<file path="src/rtl/conv_window_mover.sv">
// Feature-map window mover: walks a multi-channel map in single-port memory and
// streams one KH x KW window per (output position, channel) over valid/ready.
module conv_window_mover #(
   parameter int KH     = 5,
   parameter int KW     = 5,
   parameter int IF_BW  = 8,
   parameter int AW     = 16,
   parameter int DIM_BW = 8,
   parameter int CH_BW  = 4
) (
   input  logic                   clk,
   input  logic                   rst,
   input  logic                   i_run,
   input  logic [AW-1:0]          i_base_addr,
   input  logic [DIM_BW-1:0]      i_in_w,
   input  logic [DIM_BW-1:0]      i_in_h,
   input  logic [DIM_BW-1:0]      i_stride,
   input  logic [CH_BW-1:0]       i_ch,
   output logic                   o_mem_ce,
   output logic [AW-1:0]          o_mem_addr,
   input  logic [IF_BW-1:0]       i_mem_dout,
   output logic                   o_valid,
   input  logic                   i_ready,
   output logic [KH*KW*IF_BW-1:0] o_window,
   output logic                   o_last_ch,
   output logic                   o_last,
   output logic                   o_busy,
   output logic                   o_done,
   output logic                   o_err
);

   localparam int N   = KH * KW;
   localparam int KIW = (N > 1) ? $clog2(N) : 1;
   localparam int XW  = DIM_BW + 2;
   localparam logic [KIW-1:0] K_LAST  = KIW'(N - 1);
   localparam logic [7:0]     KX_LAST = 8'(KW - 1);
   localparam logic [XW-1:0]  KW_X    = XW'(KW);
   localparam logic [XW-1:0]  KH_X    = XW'(KH);

   // Handshake: a window transfers on any rising edge where o_valid && i_ready;
   // o_valid is a pure function of state and never looks at i_ready.
   typedef enum logic [2:0] {S_IDLE, S_FETCH, S_DRAIN, S_VALID, S_DONE} state_t;
   state_t state_q, state_d;

   logic [AW-1:0]          base_q, hw_q, sw_q, choff_q, rowoff_q, kyoff_q;
   logic [DIM_BW-1:0]      w_q, h_q, s_q, col_q, y_q;
   logic [CH_BW-1:0]       ch_cfg_q, ch_q;
   logic                   err_q;
   logic [7:0]             kx_q;
   logic [KIW-1:0]         k_q, rd_idx_q;
   logic                   rd_vld_q;
   logic [IF_BW-1:0]       win_q [N];
   logic [2*DIM_BW-1:0]    hw_full, sw_full;
   logic                   cfg_bad, last_ch, ox_last, oy_last, last_win, fetch_end;

   assign hw_full   = (2*DIM_BW)'(i_in_w) * (2*DIM_BW)'(i_in_h);
   assign sw_full   = (2*DIM_BW)'(i_stride) * (2*DIM_BW)'(i_in_w);
   assign cfg_bad   = (XW'(i_in_w) < KW_X) || (XW'(i_in_h) < KH_X) ||
                      (i_stride == '0) || (i_ch == '0);
   // Stepping one more stride must still leave a whole kernel inside the map.
   assign last_ch   = (ch_q == ch_cfg_q - CH_BW'(1));
   assign ox_last   = (XW'(col_q) + XW'(s_q) + KW_X) > XW'(w_q);
   assign oy_last   = (XW'(y_q) + XW'(s_q) + KH_X) > XW'(h_q);
   assign last_win  = last_ch && ox_last && oy_last;
   assign fetch_end = (k_q == K_LAST);

   always_comb begin
      state_d = state_q;
      case (state_q)
         S_IDLE:  if (i_run) state_d = cfg_bad ? S_DONE : S_FETCH;
         S_FETCH: if (fetch_end) state_d = S_DRAIN;
         S_DRAIN: state_d = S_VALID;
         S_VALID: if (i_ready) state_d = last_win ? S_DONE : S_FETCH;
         S_DONE:  state_d = S_IDLE;
         default: state_d = S_IDLE;
      endcase
   end

   always_comb begin
      o_mem_ce   = (state_q == S_FETCH);
      o_mem_addr = '0;
      if (o_mem_ce)
         o_mem_addr = base_q + choff_q + rowoff_q + AW'(col_q) + kyoff_q + AW'(kx_q);
      o_valid   = (state_q == S_VALID);
      o_last_ch = o_valid && last_ch;
      o_last    = o_valid && last_win;
      o_busy    = (state_q != S_IDLE);
      o_done    = (state_q == S_DONE);
      o_err     = o_done && err_q;
      o_window  = '0;
      for (int k = 0; k < N; k++) o_window[k*IF_BW +: IF_BW] = win_q[k];
   end

   always_ff @(posedge clk) begin
      if (rst) begin
         state_q  <= S_IDLE;
         base_q   <= '0;  hw_q    <= '0;  sw_q     <= '0;
         w_q      <= '0;  h_q     <= '0;  s_q      <= '0;
         ch_cfg_q <= '0;  err_q   <= 1'b0;
         ch_q     <= '0;  col_q   <= '0;  y_q      <= '0;
         choff_q  <= '0;  rowoff_q <= '0; kyoff_q  <= '0;
         kx_q     <= '0;  k_q     <= '0;
         rd_vld_q <= 1'b0; rd_idx_q <= '0;
         for (int k = 0; k < N; k++) win_q[k] <= '0;
      end else begin
         state_q  <= state_d;
         // Read data returns one cycle after the request; tag it with its slot.
         rd_vld_q <= (state_q == S_FETCH);
         rd_idx_q <= k_q;
         if (rd_vld_q) win_q[rd_idx_q] <= i_mem_dout;

         if (state_q == S_IDLE && i_run) begin
            base_q   <= i_base_addr;
            w_q      <= i_in_w;
            h_q      <= i_in_h;
            s_q      <= i_stride;
            ch_cfg_q <= i_ch;
            hw_q     <= AW'(hw_full);
            sw_q     <= AW'(sw_full);
            err_q    <= cfg_bad;
            ch_q     <= '0;  col_q   <= '0;  y_q     <= '0;
            choff_q  <= '0;  rowoff_q <= '0; kyoff_q <= '0;
            kx_q     <= '0;  k_q     <= '0;
         end

         if (state_q == S_FETCH) begin
            if (fetch_end) begin
               k_q     <= '0;
               kx_q    <= '0;
               kyoff_q <= '0;
            end else begin
               k_q <= k_q + KIW'(1);
               if (kx_q == KX_LAST) begin
                  kx_q    <= '0;
                  kyoff_q <= kyoff_q + AW'(w_q);
               end else begin
                  kx_q <= kx_q + 8'd1;
               end
            end
         end

         // Channel innermost, then output column, then output row.
         if (state_q == S_VALID && i_ready) begin
            if (last_ch) begin
               ch_q    <= '0;
               choff_q <= '0;
               if (ox_last) begin
                  col_q    <= '0;
                  y_q      <= y_q + s_q;
                  rowoff_q <= rowoff_q + sw_q;
               end else begin
                  col_q <= col_q + s_q;
               end
            end else begin
               ch_q    <= ch_q + CH_BW'(1);
               choff_q <= choff_q + hw_q;
            end
         end
      end
   end

endmodule

</file>
<file path="config.mk">
export PLATFORM = sky130hd
export DESIGN_NAME = conv_window_mover
export DESIGN_NICKNAME = d
export VERILOG_FILES = /design/src/rtl/conv_window_mover.sv
export SDC_FILE = /design/constraint.sdc
export NUM_CORES = 1
export LEC_CHECK = 0
export BUFFER_PORTS_ARGS = -buffer_cell sky130_fd_sc_hd__clkbuf_2
export CORE_MARGIN = 5
export CORE_UTILIZATION = 40
export CTS_BUF_LIST = sky130_fd_sc_hd__clkbuf_8
export DETAILED_ROUTE_END_ITERATION = 8
export PLACE_DENSITY = 0.6
export REMOVE_ABC_BUFFERS = 1
export SETUP_SLACK_MARGIN = 0.3
export SLEW_MARGIN = 20
export SYNTH_ARGS = -nofsm -noshare
export SYNTH_HDL_FRONTEND = slang
export SYNTH_SLANG_ARGS = --single-unit
</file>
<file path="constraint.sdc">
create_clock -name clk -period 5.2 [get_ports clk]
set_input_delay 0.78 -clock clk [delete_from_list [all_inputs] [get_ports clk]]
set_output_delay 0.78 -clock clk [all_outputs]
set_load 0.02 [all_outputs]
</file>
; After elaboration in Yosys (flattened, before gate mapping)
; Memory sizes are Yosys's and may differ from the RTL's.
; Cells that the tools add are included.
[totals]
register_bits = 167
latchBits = 0
ram_bits = 200
rom_bits = 0
in_bits = 56
output_inout_bits = 223
word_cells = 116
memories = 1
[mem_list]
columns = name, words, word_bits, read_ports, rd_clocked_by_memory_dff, wr, line_no
row1 = win_q, 25, 8, 25, 0, 25, 52  ; logic [IF_BW-1:0] win_q [N];
[classes]
add_sub_neg = 18
multipliers = 2
div = 0
order_cmp = 4
eq_ne = 10
shift = 0
muxes = 44
bitwise_logic = 0
n_reduce_logical = 18
[ops]
columns = operator, count
row1 = 2-to-1 mux 16 bit, 12
row2 = 2-to-1 mux 8 bit, 13
row3 = adder 16 bit, 5
row4 = adder 16 x 8 -> 16 bit, 3
row5 = multiplier 8 x 8 -> 16 bit, 2
row6 = adder 9 x 3 -> 10 bit (second input constant), 2
row7 = greater-than comparator 10 x 8 -> 1 bit, 2
row8 = 2-to-1 mux 5 bit, 4
row9 = adder 8 x 8 -> 9 bit, 2
row10 = adder 8 bit, 2
row11 = less-than comparator 8 x 3 -> 1 bit (second input constant), 2
row12 = 2-to-1 mux 3 bit, 5
row13 = 2-to-1 mux 4 bit, 3
row14 = one-hot mux 3 bit (4 select lines), 1
row15 = adder 8 x 1 -> 8 bit (second input constant), 1
row16 = equality test 8 x 3 -> 1 bit (second input constant), 1
row17 = zero test 8 bit, 1
row18 = OR reduction 8 bit, 1
row19 = logical AND 1 bit, 7
row20 = equality test 3 x 2 -> 1 bit (second input constant), 2
row21 = 2-to-1 mux 1 bit, 6
row22 = adder 5 x 1 -> 5 bit (second input constant), 1
row23 = equality test 5 bit (second input constant), 1
row24 = adder 4 x 1 -> 4 bit (second input constant), 1
row25 = 12 further kinds, 16

; Logic depth before layout (Yosys ltp)
; Gate-level depths: netlist of the first run.
[depth]
word_depth = 8
ltp_mapped = 22
ltp_nobuf = 20

; Worst setup path before layout of the first run
; Ideal clock, no wire load.
[synth_timing]
path_type = input-to-reg
start = input port i_in_w[2]
end = register sw_q[15]
setup_time_ps = 86
t_arrival_ps = 4767
t_required_ps = 5114
path_slack_ps = 347
path_stages = 17
path_buffers = 1
cell_sequence = clkbuf_1 -> and2_1 -> fa_1 -> inv_1 -> fa_1 -> inv_1 -> fa_1 -> inv_1 -> fa_1 -> inv_1 -> ha_1 -> a21boi_1 -> o41ai_1 -> o21ai_1 -> o41ai_1 -> xnor2_1 -> a211oi_1
[synth_between]
elab_chain_cells = 1
[synth_rtl]
columns = item, line_no
row1 = "start, declared", 15  ; input logic [DIM_BW-1:0] i_in_w,
row2 = multiplier 8 x 8 -> 16 bit, 57  ; assign sw_full = (2*DIM_BW)'(i_stride) * (2*DIM_BW)'(i_in_w);
row3 = "end signal, assigned", 119  ; sw_q <= AW'(sw_full);
row4 = "end, declared", 45  ; logic [AW-1:0] base_q, hw_q, sw_q, choff_q, rowoff_q, kyoff_q;
; No other way between the ends.
; A chain may end at the register's enable or synchronous reset.

; Final worst setup path of the first run
[layout_timing]
start = register base_q[2]
end = output port o_mem_addr[14]
[layout_between]
elab_chain_cells = 6
[layout_rtl]
columns = item, line_no
row1 = "start, declared", 45
row2 = "start signal, assigned", 113  ; base_q <= i_base_addr;
row3 = adder 16 bit (2 in a row), 83  ; o_mem_addr = base_q + choff_q + rowoff_q + AW'(col_q) + kyoff_q + AW'(kx_q);
row4 = adder 16 x 8 -> 16 bit, 83
row5 = adder 16 bit, 83
row6 = adder 16 x 8 -> 16 bit, 83
row7 = 2-to-1 mux 16 bit, 82  ; if (o_mem_ce)
row8 = "end, declared", 20  ; output logic [AW-1:0] o_mem_addr,
; No other way between the ends.

==> results of run 1 <==
cell type report:
cell class              instances  share of cell area, %
repair buffers                348                  7.168
flip-flops and latches        367                  34.14
well taps                     765                  3.482
clock buffers                  74                  3.705
clock inverters                42                 0.9512
inverters                     220                  3.013
multi-input cells            1690                  47.53
diodes                          1               0.009102
stage by stage:
step / util (%) / std cells / setup slack (ns) / area [µm²]
2_1_floorplan: - / 2277 / 0.4189 / 22930
3_3_place_gp: 44.50 / 3370 / 0.03768 / 25670
3_5_place_dp: 44.50 / 3370 / 0.02030 / 25670
4_1_cts: 47.30 / 3496 / -0.4307 / 27290
5_1_grt: 47.65 / 3507 / -0.4320 / 27490
6_report: 47.65 / 3507 / -0.2616 / 27490
state kept, by name, summed over array words and instances (netlist names), 3 cells and up:
register,count
win_q,200
base_q,16
choff_q,16
hw_q,16
kyoff_q,16
rowoff_q,16
sw_q,16
col_q,8
h_q,8
kx_q,8
s_q,8
w_q,8
y_q,8
k_q,5
rd_idx_q,5
ch_cfg_q,4
ch_q,4
state_q,3
cell families (layout without fill, tap and decap cells):
logic type      Yosys count  count (layout)  synth area share (%)
other cells               0               1                     0
buf+inv                 314             684                 5.153
fa+ha+maj               318             318                 21.28
compound gates          362             362                 9.630
mux                       2               2               0.09125
simple gates            914             914                 20.20
flops                   367             367                 40.11
xor+xnor                 94              94                 3.532
worst min-delay path, cell delays in order:
cell and delay [ns]:
clkbuf_2 0.09, nand2_1 0.05, a21oi_1 0.05
power by group through the flow:
stage | Clock, W | Combinational, W | Sequential, W
floorplan | 0 | 0.00165 | 0.00345
global placement | 0 | 0.00241 | 0.00343
detailed placement | 0 | 0.00246 | 0.00343
CTS | 0.00270 | 0.00252 | 0.00338
global route | 0.00284 | 0.00286 | 0.00339
finish | 0.00263 | 0.00253 | 0.00338
metal layers:
layer / vias up / GRT usage [%] / routed length, µm
met1: 8639 / 26.39 / 28790
met2: 503 / 32.33 / 29670
met5: - / 0 / 0
li1: 8600 / - / -
met3: 76 / 4.387 / 4034
met4: 0 / 4.662 / 1097
how the worst max path moves through the flow:
stage               startpoint        endpoint  slack, ns  cells past startpoint
global placement     base_q[2]  o_mem_addr[14]       0.04                     16
floorplan           choff_q[2]  o_mem_addr[14]       0.42                     15
global route           kx_q[5]  o_mem_addr[15]      -0.43                     15
CTS                 kyoff_q[2]  o_mem_addr[14]      -0.43                     16
finish               base_q[2]  o_mem_addr[14]      -0.26                     16
detailed placement   i_in_w[2]        sw_q[15]       0.02                     17
repair_timing:
item | 4_1_cts | 5_1_grt
setup endpoints to repair | 10 | 10
gates resized for setup | 72 | 42
buffers inserted | 10 | 10
pin swaps | 48 | 45
placed cells by master, fill, tap and decap left out, drive strengths merged, types with 4 or more instances in the layout:
| cell type | n |
|---|---|
| fa | 131 |
| nand4 | 11 |
| edfxtp | 200 |
| o21bai | 8 |
| or3 | 12 |
| nand3 | 44 |
| nor2 | 162 |
| inv | 244 |
| dfxtp | 167 |
| a311oi | 4 |
| buf | 75 |
| nand2 | 225 |
| o41ai | 6 |
| clkbuf | 347 |
| nor2b | 19 |
| xnor2 | 59 |
| a2111oi | 4 |
| nor3 | 37 |
| a31oi | 9 |
| o21a | 9 |
| or2 | 30 |
| o21ai | 52 |
| xor2 | 35 |
| or4 | 5 |
| a21o | 21 |
| clkinv | 15 |
| a211oi | 13 |
| a21boi | 5 |
| and3 | 9 |
| nand2b | 19 |
| nor4 | 8 |
| o211ai | 9 |
| ha | 186 |
| nand3b | 10 |
| a41oi | 8 |
| a22oi | 29 |
| o31ai | 6 |
| and2 | 311 |
| a21oi | 160 |
==> flow_metrics.tcl, run 1 <==
set metrics [dict create \
    portBuffers 278 \
    htreeDepth 3 \
    synth_edf_count 200 \
    start_util_pct 40.40 \
    synth.distinct_cells 70 \
    via_count 17818 \
    worstPathArrival_ns 4.68 \
    final_layout_size_suffix_gt1_share_pct 20.28 \
    area_growth_pct 17.94 \
    startpoint_type "register" \
    worstPathCellList "inv_2, fa_1, fa_1, fa_1, inv_2, ha_4, fa_2, a21o_1, a21oi_2, o21bai_2, a31oi_2, o21ai_2, o41ai_2, xor2_1, nor2_2, buf_6" \
    timing.final.crit_share_pct 105.0 \
    required_ns 4.42 \
    clock_sinks 367 \
    worstPathBufferInverterCount 3 \
    firstDrtPassIters 5 \
    drtAntennaViolNets 0 \
    tightestPinTransition_ns 1.025 \
    clk_latency_ns 0.64 \
    status "finished, violations left" \
    multiInputGateArea_um2 13070 \
    yosysTopAreaCell "edfxtp_1" \
    cp_max_fo 2 \
    setup_slack_ns -0.2616 \
    worstSetupPathType "reg2out" \
    max-vdd-ir-drop_mv 0.1513 \
    crit_path_frequent_cell "fa_1" \
    hold_buffers 0 \
    dieHeight_um 251.4 \
    die_area_um2 63200 \
    ys_top_cells_by_count "and2_1, nand2_1, inv_1" \
    grt_pass1_wl_mm 99.02 \
    swShare_pct 33.76 \
    wirelength_mm 63.59 \
    cts_root_buf "clkbuf_8" \
    cts_tree "built" \
    gp_congestion 0.9173 \
    slowest_stage "fa_1" \
    p_int_w 0.005652 \
    p_sw_w 0.002881 \
    cts-buffers-inserted 67 \
    die_w_um 251.4 \
    clkTransAtPathRegs_ns 0.06 \
    fin_skew_ns 0.03166 \
    place_hpwl_mm 48.24 \
    cpLargestDelayFamily "adder cells" \
    worst_hold_slack_ns 0.3816 \
    core_um2 57700 \
    grt_pass1_vias 17934 \
    postSynthCellCount 2371 \
    crit_path_end_kind "primary output" \
    clk_path_buf_depth 3 \
    maxCapViolations 0 \
    syn_area_um2 23310 \
    drt_iter0_markers 995 \
    row_count 88 \
    slew_viol_final 0 \
    critPathMaxStageDelay_ns 0.56 \
    clock_power_share_pct 30.8 \
    setup_tns_ns -1.053 \
    setup_viol 5 \
    min_period_ns 5.462 \
    grt_max_degree 89 \
    p_leak_nw 12.17 \
    fin_nets 3067 \
    min_path_cells 3 \
    powerDensity_nw_per_um2 310.4 \
    post-synth-top-area-fraction_pct 25.76 \
    relSlewSlack_pct 31.52 \
    pin_count 279 \
    rsz0062_at_grt "yes" \
    wl_per_cell_um 18.13 \
    drc_errors 0 \
    regArea_um2 9385 \
    grt_use_total_pct 19.55 \
    synth_area_leaders "edfxtp_1, dfxtp_1, fa_1" \
    yosysSeqAreaShare_pct 40.11 \
    min_to "base_q[15]" \
    violations "setup timing" \
    avgSynthCellArea_um2 9.831 \
    yosysMostFrequentCell "and2_1" \
    min_from "i_base_addr[15]" \
    seq_power_share_pct 39.6 \
    power_frac_comb_pct 29.6 \
    synth_warnings 0 \
    antenna_found_initial 1 \
    power_w 0.008533 \
    post_drt_via_cell_ratio 5.081 \
    ys_ff_latch 367 \
    hold_viol 0 \
    async_flop_share_pct 0 \
    holdCritPathClass "in2reg" \
    reg2reg_to "rowoff_q[2]" \
    fmax_mhz 183.1 \
    fillers 5526 \
    timing.rr.start "col_q[1]" \
    synth-main-ff-cell "edfxtp_1" \
    rrSetupSlack_ns 0.81 \
    grt_overflow 0 \
    reg2regPathDepth 21 \
]
No activity file was read; power rests on OpenSTA's default activity.
==> run 2: changes to the inputs <==
--- a/config.mk
+++ b/config.mk
@@ -13,7 +13,6 @@
 export PLACE_DENSITY = 0.6
 export REMOVE_ABC_BUFFERS = 1
 export SETUP_SLACK_MARGIN = 0.3
-export SLEW_MARGIN = 20
 export SYNTH_ARGS = -nofsm -noshare
 export SYNTH_HDL_FRONTEND = slang
 export SYNTH_SLANG_ARGS = --single-unit
==> constraint.sdc (replaced) <==
create_clock -name clk -period 6.8 [get_ports clk]
set_input_delay 1.02 -clock clk [delete_from_list [all_inputs] [get_ports clk]]
set_output_delay 1.02 -clock clk [all_outputs]
set_load 0.02 [all_outputs]
==> run 2 against run 1 <==
The run now ends clean. Non-clock buffer count decreased by 61. Final area decreased by 3.2%. Hold slack improved by 0.072 ns. Highest routed layer unchanged.
==> flow_metrics.tcl, run 2 (synthesis gave the netlist of run 1 again) <==
set metrics [dict create \
    power_frac_comb_pct 28.8 \
    htreeDepth 3 \
    gp_congestion 0.8603 \
    startpoint "choff_q[3]" \
    final_layout_size_suffix_gt1_share_pct 15.63 \
    startpoint_type "register" \
    grt_overflow 0 \
    cts-buffers-inserted 67 \
    portBuffers 278 \
    worst_hold_slack_ns 0.4535 \
    place_hpwl_mm 47.48 \
    timing.final.crit_share_pct 91.30 \
    fillers 5508 \
    clk_latency_ns 0.63 \
    min_path_cells 2 \
    slowest_stage "fa_1" \
    pin_count 279 \
    p_leak_nw 11.78 \
    crit_path_frequent_cell "fa_1" \
    grt_max_degree 72 \
    drc_errors 0 \
    largest_reg_flops 200 \
    drt_iter0_markers 1078 \
    relSlewSlack_pct 31.56 \
    setup_viol 0 \
    clk_path_buf_depth 3 \
    grt_pass1_vias 17790 \
    reg2regPathDepth 19 \
    worstPathBufferInverterCount 3 \
    row_count 88 \
    clkTransAtPathRegs_ns 0.06 \
    swShare_pct 34.32 \
    die_w_um 251.4 \
    mostFrequentLayoutCell "and2_1" \
    wirelength_mm 63.28 \
    worstPathCellList "inv_1, fa_1, fa_1, fa_1, inv_1, ha_1, a21oi_1, o21ai_1, a2111oi_2, o31ai_1, or4_1, a31oi_1, xnor2_1, nor2_1, clkbuf_2" \
    slew_viol_final 0 \
    timing.rr.start "s_q[1]" \
    wl_per_cell_um 18.36 \
    powerDensity_nw_per_um2 240.2 \
    post-route-util_pct 46.10 \
    clock_sinks 367 \
    hold_viol 0 \
    rsz0062_at_grt "no" \
    fmax_mhz 161.1 \
    critPathMaxStageDelay_ns 0.54 \
    min_from "base_q[1]" \
    p_sw_w 0.002192 \
    worst-path-stages 15 \
    grt_use_total_pct 19.49 \
    antenna_found_initial 0 \
    setup_tns_ns 0 \
    area_growth_pct 14.11 \
    cts_tree "built" \
    final_cell_mix "and2_1, clkbuf_2, inv_1" \
    diodes 0 \
    grt_pass1_wl_mm 98.61 \
    cp_max_fo 3 \
    hold_buffers 0 \
    fin_skew_ns 0.02132 \
    drtAntennaViolNets 0 \
    via_count 17818 \
    crit_path_end_kind "primary output" \
    p_int_w 0.004196 \
    fin_nets 3006 \
    start_util_pct 40.40 \
    top_register "win_q" \
    tightestPinTransition_ns 1.024 \
    dieHeight_um 251.4 \
    core_um2 57700 \
    max-vdd-ir-drop_mv 0.1309 \
    cpLargestDelayFamily "adder cells" \
    worstSetupPathType "reg2out" \
    seq_power_share_pct 40.5 \
    clock_power_share_pct 30.7 \
    status "complete, no violations" \
    holdCritPathClass "reg2reg" \
    post_drt_via_cell_ratio 5.171 \
    required_ns 5.78 \
    cts_root_buf "clkbuf_8" \
    maxCapViolations 0 \
    firstDrtPassIters 5 \
    die_area_um2 63200 \
    worstPathArrival_ns 5.19 \
    min_period_ns 6.209 \
]
==> run 2: cell count changes in the layout (fill, tap and decap cells not counted), sizes merged <==
cell,change
buf,-65
bufinv,-2
clkbuf,+5
clkinv,-1
clkinvlp,+1
diode,-1
inv,+2
==> run 2: worst paths after layout <==
kind,end,slack (ns)
setup / recovery,o_mem_addr[15],0.59
setup reg to reg,rowoff_q[1],2.35
hold reg to reg,base_q[1],0.45
hold / removal,base_q[1],0.45
==> run 2: worst min-delay path, delay by kind of cell, from the launching register on <==
family,cells,cell delay (ns)
DFF,1,0.30
AOI/OAI and AO/OA,1,0.05
and+or+nand+nor,1,0.05
==> run 2: layer usage <==
metal,vias to the layer above,track usage [%],routed length [µm]
li1,8518,-,-
met1,8655,26.70,28450
met2,560,31.39,28740
met3,85,4.169,4713
met4,0,5.645,1368
met5,-,0,0
==> run 2: final cells by class <==
type                       instances  area (µm²)  share of cell area [%]
clock buffer                      75        1032                   3.881
multi-input combinational       1690       12780                   48.03
clock inverter                    42       191.4                  0.7197
inverter                         220       825.8                   3.105
tap                              765       957.2                   3.599
timing repair buffer             287        1465                   5.509
sequential                       367        9350                   35.15
==> run 2: what timing repair did <==
| item | 4_1_cts | 5_1_grt |
|---|---|---|
| setup endpoints to repair | 0 | 2 |
| gates resized for setup | 0 | 2 |
| buffers inserted | 0 | 0 |
==> run 2: power by group through the flow <==
stage / logic (W) / clock network, W / registers, W
after floorplan: 0.00126 / 0 / 0.00264
after global placement: 0.00181 / 0 / 0.00263
after detailed placement: 0.00184 / 0 / 0.00263
after CTS: 0.00185 / 0.00201 / 0.00259
after global routing: 0.00208 / 0.00211 / 0.00260
final: 0.00184 / 0.00196 / 0.00259
==> run 2: stage by stage <==
step / instance area (µm²) / instances / worst slack [ns] / power (W)
2_1_floorplan: 22930 / 2277 / 1.779 / 0.003898
3_3_place_gp: 25370 / 3329 / 1.312 / 0.004439
3_5_place_dp: 25370 / 3329 / 1.183 / 0.004473
4_1_cts: 26590 / 3446 / 0.5167 / 0.006455
5_1_grt: 26600 / 3446 / 0.3146 / 0.006793
6_report: 26600 / 3446 / 0.5913 / 0.006388
==> run 3: changes to the inputs <==
--- a/config.mk
+++ b/config.mk
@@ -7,10 +7,10 @@
 export LEC_CHECK = 0
 export BUFFER_PORTS_ARGS = -buffer_cell sky130_fd_sc_hd__clkbuf_2
 export CORE_MARGIN = 5
-export CORE_UTILIZATION = 40
+export CORE_UTILIZATION = 66
 export CTS_BUF_LIST = sky130_fd_sc_hd__clkbuf_8
 export DETAILED_ROUTE_END_ITERATION = 8
-export PLACE_DENSITY = 0.6
+export PLACE_DENSITY = 0.91
 export REMOVE_ABC_BUFFERS = 1
 export SETUP_SLACK_MARGIN = 0.3
 export SYNTH_ARGS = -nofsm -noshare
==> run 3 against run 2 <==
Worst setup slack got worse by 0.022 ns. Critical path depth increased by 1. Clock power about the same. Clock skew increased by 0.016 ns. Flip-flop and latch count unchanged.
==> flow_metrics.tcl, run 3 (synthesis gave the netlist of run 1 again) <==
set metrics [dict create \
    row_count 68 \
    relSlewSlack_pct 29.98 \
    die_w_um 197.9 \
    cts-resized-gates 0 \
    place_hpwl_mm 47.37 \
    powerDensity_nw_per_um2 245.7 \
    core_um2 34710 \
    grt_max_degree 141 \
    grt_use_total_pct 32.77 \
    mostFrequentLayoutCell "and2_1" \
    cp_max_fo 8 \
    status "complete, no violations" \
    top_register "win_q" \
    worstPathArrival_ns 5.21 \
    slew_viol_final 0 \
    worstPathCellList "fa_1, inv_1, fa_1, fa_1, inv_1, ha_1, fa_1, a21o_1, a21oi_1, o21bai_1, a31oi_1, o21ai_0, o41ai_1, xor2_1, nor2_1, clkbuf_2" \
    worstPathBufferInverterCount 3 \
    fmax_mhz 160.5 \
    pin_count 279 \
    diodes 0 \
    drt_iter0_markers 1578 \
    wl_per_cell_um 20.77 \
    area_growth_pct 12.24 \
    fin_nets 2991 \
    critPathMaxStageDelay_ns 0.54 \
    slowest_stage "fa_1" \
    crit_path_frequent_cell "fa_1" \
    holdCritPathClass "reg2reg" \
    start_util_pct 67.15 \
    required_ns 5.78 \
    setup_viol 0 \
    crit_path_end_kind "primary output" \
    grt_pass1_vias 18914 \
    post_cts_buffers 0 \
    maxCapViolations 0 \
    firstDrtPassIters 8 \
    post_drt_via_cell_ratio 6.001 \
    pre_cts_ws_ns 1.253 \
    cts_root_buf "clkbuf_8" \
    portBuffers 278 \
    p_leak_nw 11.73 \
    rsz0062_at_grt "no" \
    clk_latency_ns 0.69 \
    wirelength_mm 64.75 \
    grt_pass1_wl_mm 101.7 \
    worstSetupPathType "reg2out" \
    largest_reg_flops 200 \
    htreeDepth 2 \
    final_layout_size_suffix_gt1_share_pct 15.36 \
    clock_sinks 367 \
    startpoint_type "register" \
    via_count 18712 \
    fin_skew_ns 0.03755 \
    tightestPinTransition_ns 1.046 \
    clkTransAtPathRegs_ns 0.07 \
    grt_overflow 0 \
    die_area_um2 39180 \
    timing.final.crit_share_pct 91.63 \
    antenna_found_initial 0 \
    hold_buffers 0 \
    cts_tree "built" \
    max-vdd-ir-drop_mv 0.2161 \
    gp_congestion 0.8979 \
    cts-buffers-inserted 56 \
    setup_slack_ns 0.5691 \
    min_period_ns 6.231 \
    hold_viol 0 \
    dieHeight_um 197.9 \
    cpLargestDelayFamily "adder cells" \
    final_cell_mix "and2_1, clkbuf_2, inv_1" \
    drc_errors 0 \
    drtAntennaViolNets 0 \
    setup_tns_ns 0 \
    clk_path_buf_depth 3 \
]
-- run 3: cell type report --
type	count	area, µm²
Clock buffer	67	922.1
Clock inverter	36	280.3
Fill cell	2244	8551
Inverter	220	825.8
Multi-Input combinational cell	1690	12770
Sequential cell	367	9349
Tap cell	455	569.3
Timing Repair Buffer	283	1448
-- run 3: stage by stage --
stage / std cells / total power [W] / utilization (%) / area, µm² / hold WS [ns]
global placement: 3015 / 0.004370 / 71.90 / 24960 / 0.4451
detailed placement: 3015 / 0.004451 / 71.90 / 24960 / 0.4484
global route: 3118 / 0.006764 / 75.37 / 26160 / 0.4686
CTS: 3118 / 0.006410 / 75.37 / 26160 / 0.4562
floorplan: 2277 / 0.003898 / - / 22930 / 0.4301
finish: 3118 / 0.006429 / 75.37 / 26160 / 0.4541
-- run 3: final timing paths --
check,slack [ns],depth (start not counted),to,from
max,0.57,16,o_mem_addr[14],kx_q[2]
max reg2reg,2.31,15,y_q[0],s_q[2]
min reg2reg,0.45,2,base_q[1],base_q[1]
min,0.45,2,base_q[1],base_q[1]
-- run 3: layer usage --
metal  up-vias  global-route usage [%]  routed length (µm)
li1       8451                       -                   -
met1      9019                   41.08               23390
met2      1059                   56.41               31810
met3       183                   5.921                6852
met4         0                   13.36                2697
met5         -                       0                   0
-- run 3: where the power goes --
| group | switching [W] | leakage [nW] | internal [W] |
|---|---|---|---|
| clock network | 0.000928 | 0.685 | 0.00105 |
| logic | 0.00115 | 7.63 | 0.000712 |
| registers | 0.000118 | 3.42 | 0.00247 |
| total | 0.00219 | 11.7 | 0.00424 |
-- run 3: worst min-delay path: stages, from the launching register on --
cell	delay [ns]
dfxtp_1	0.31
nand2_1	0.05
a21oi_1	0.05
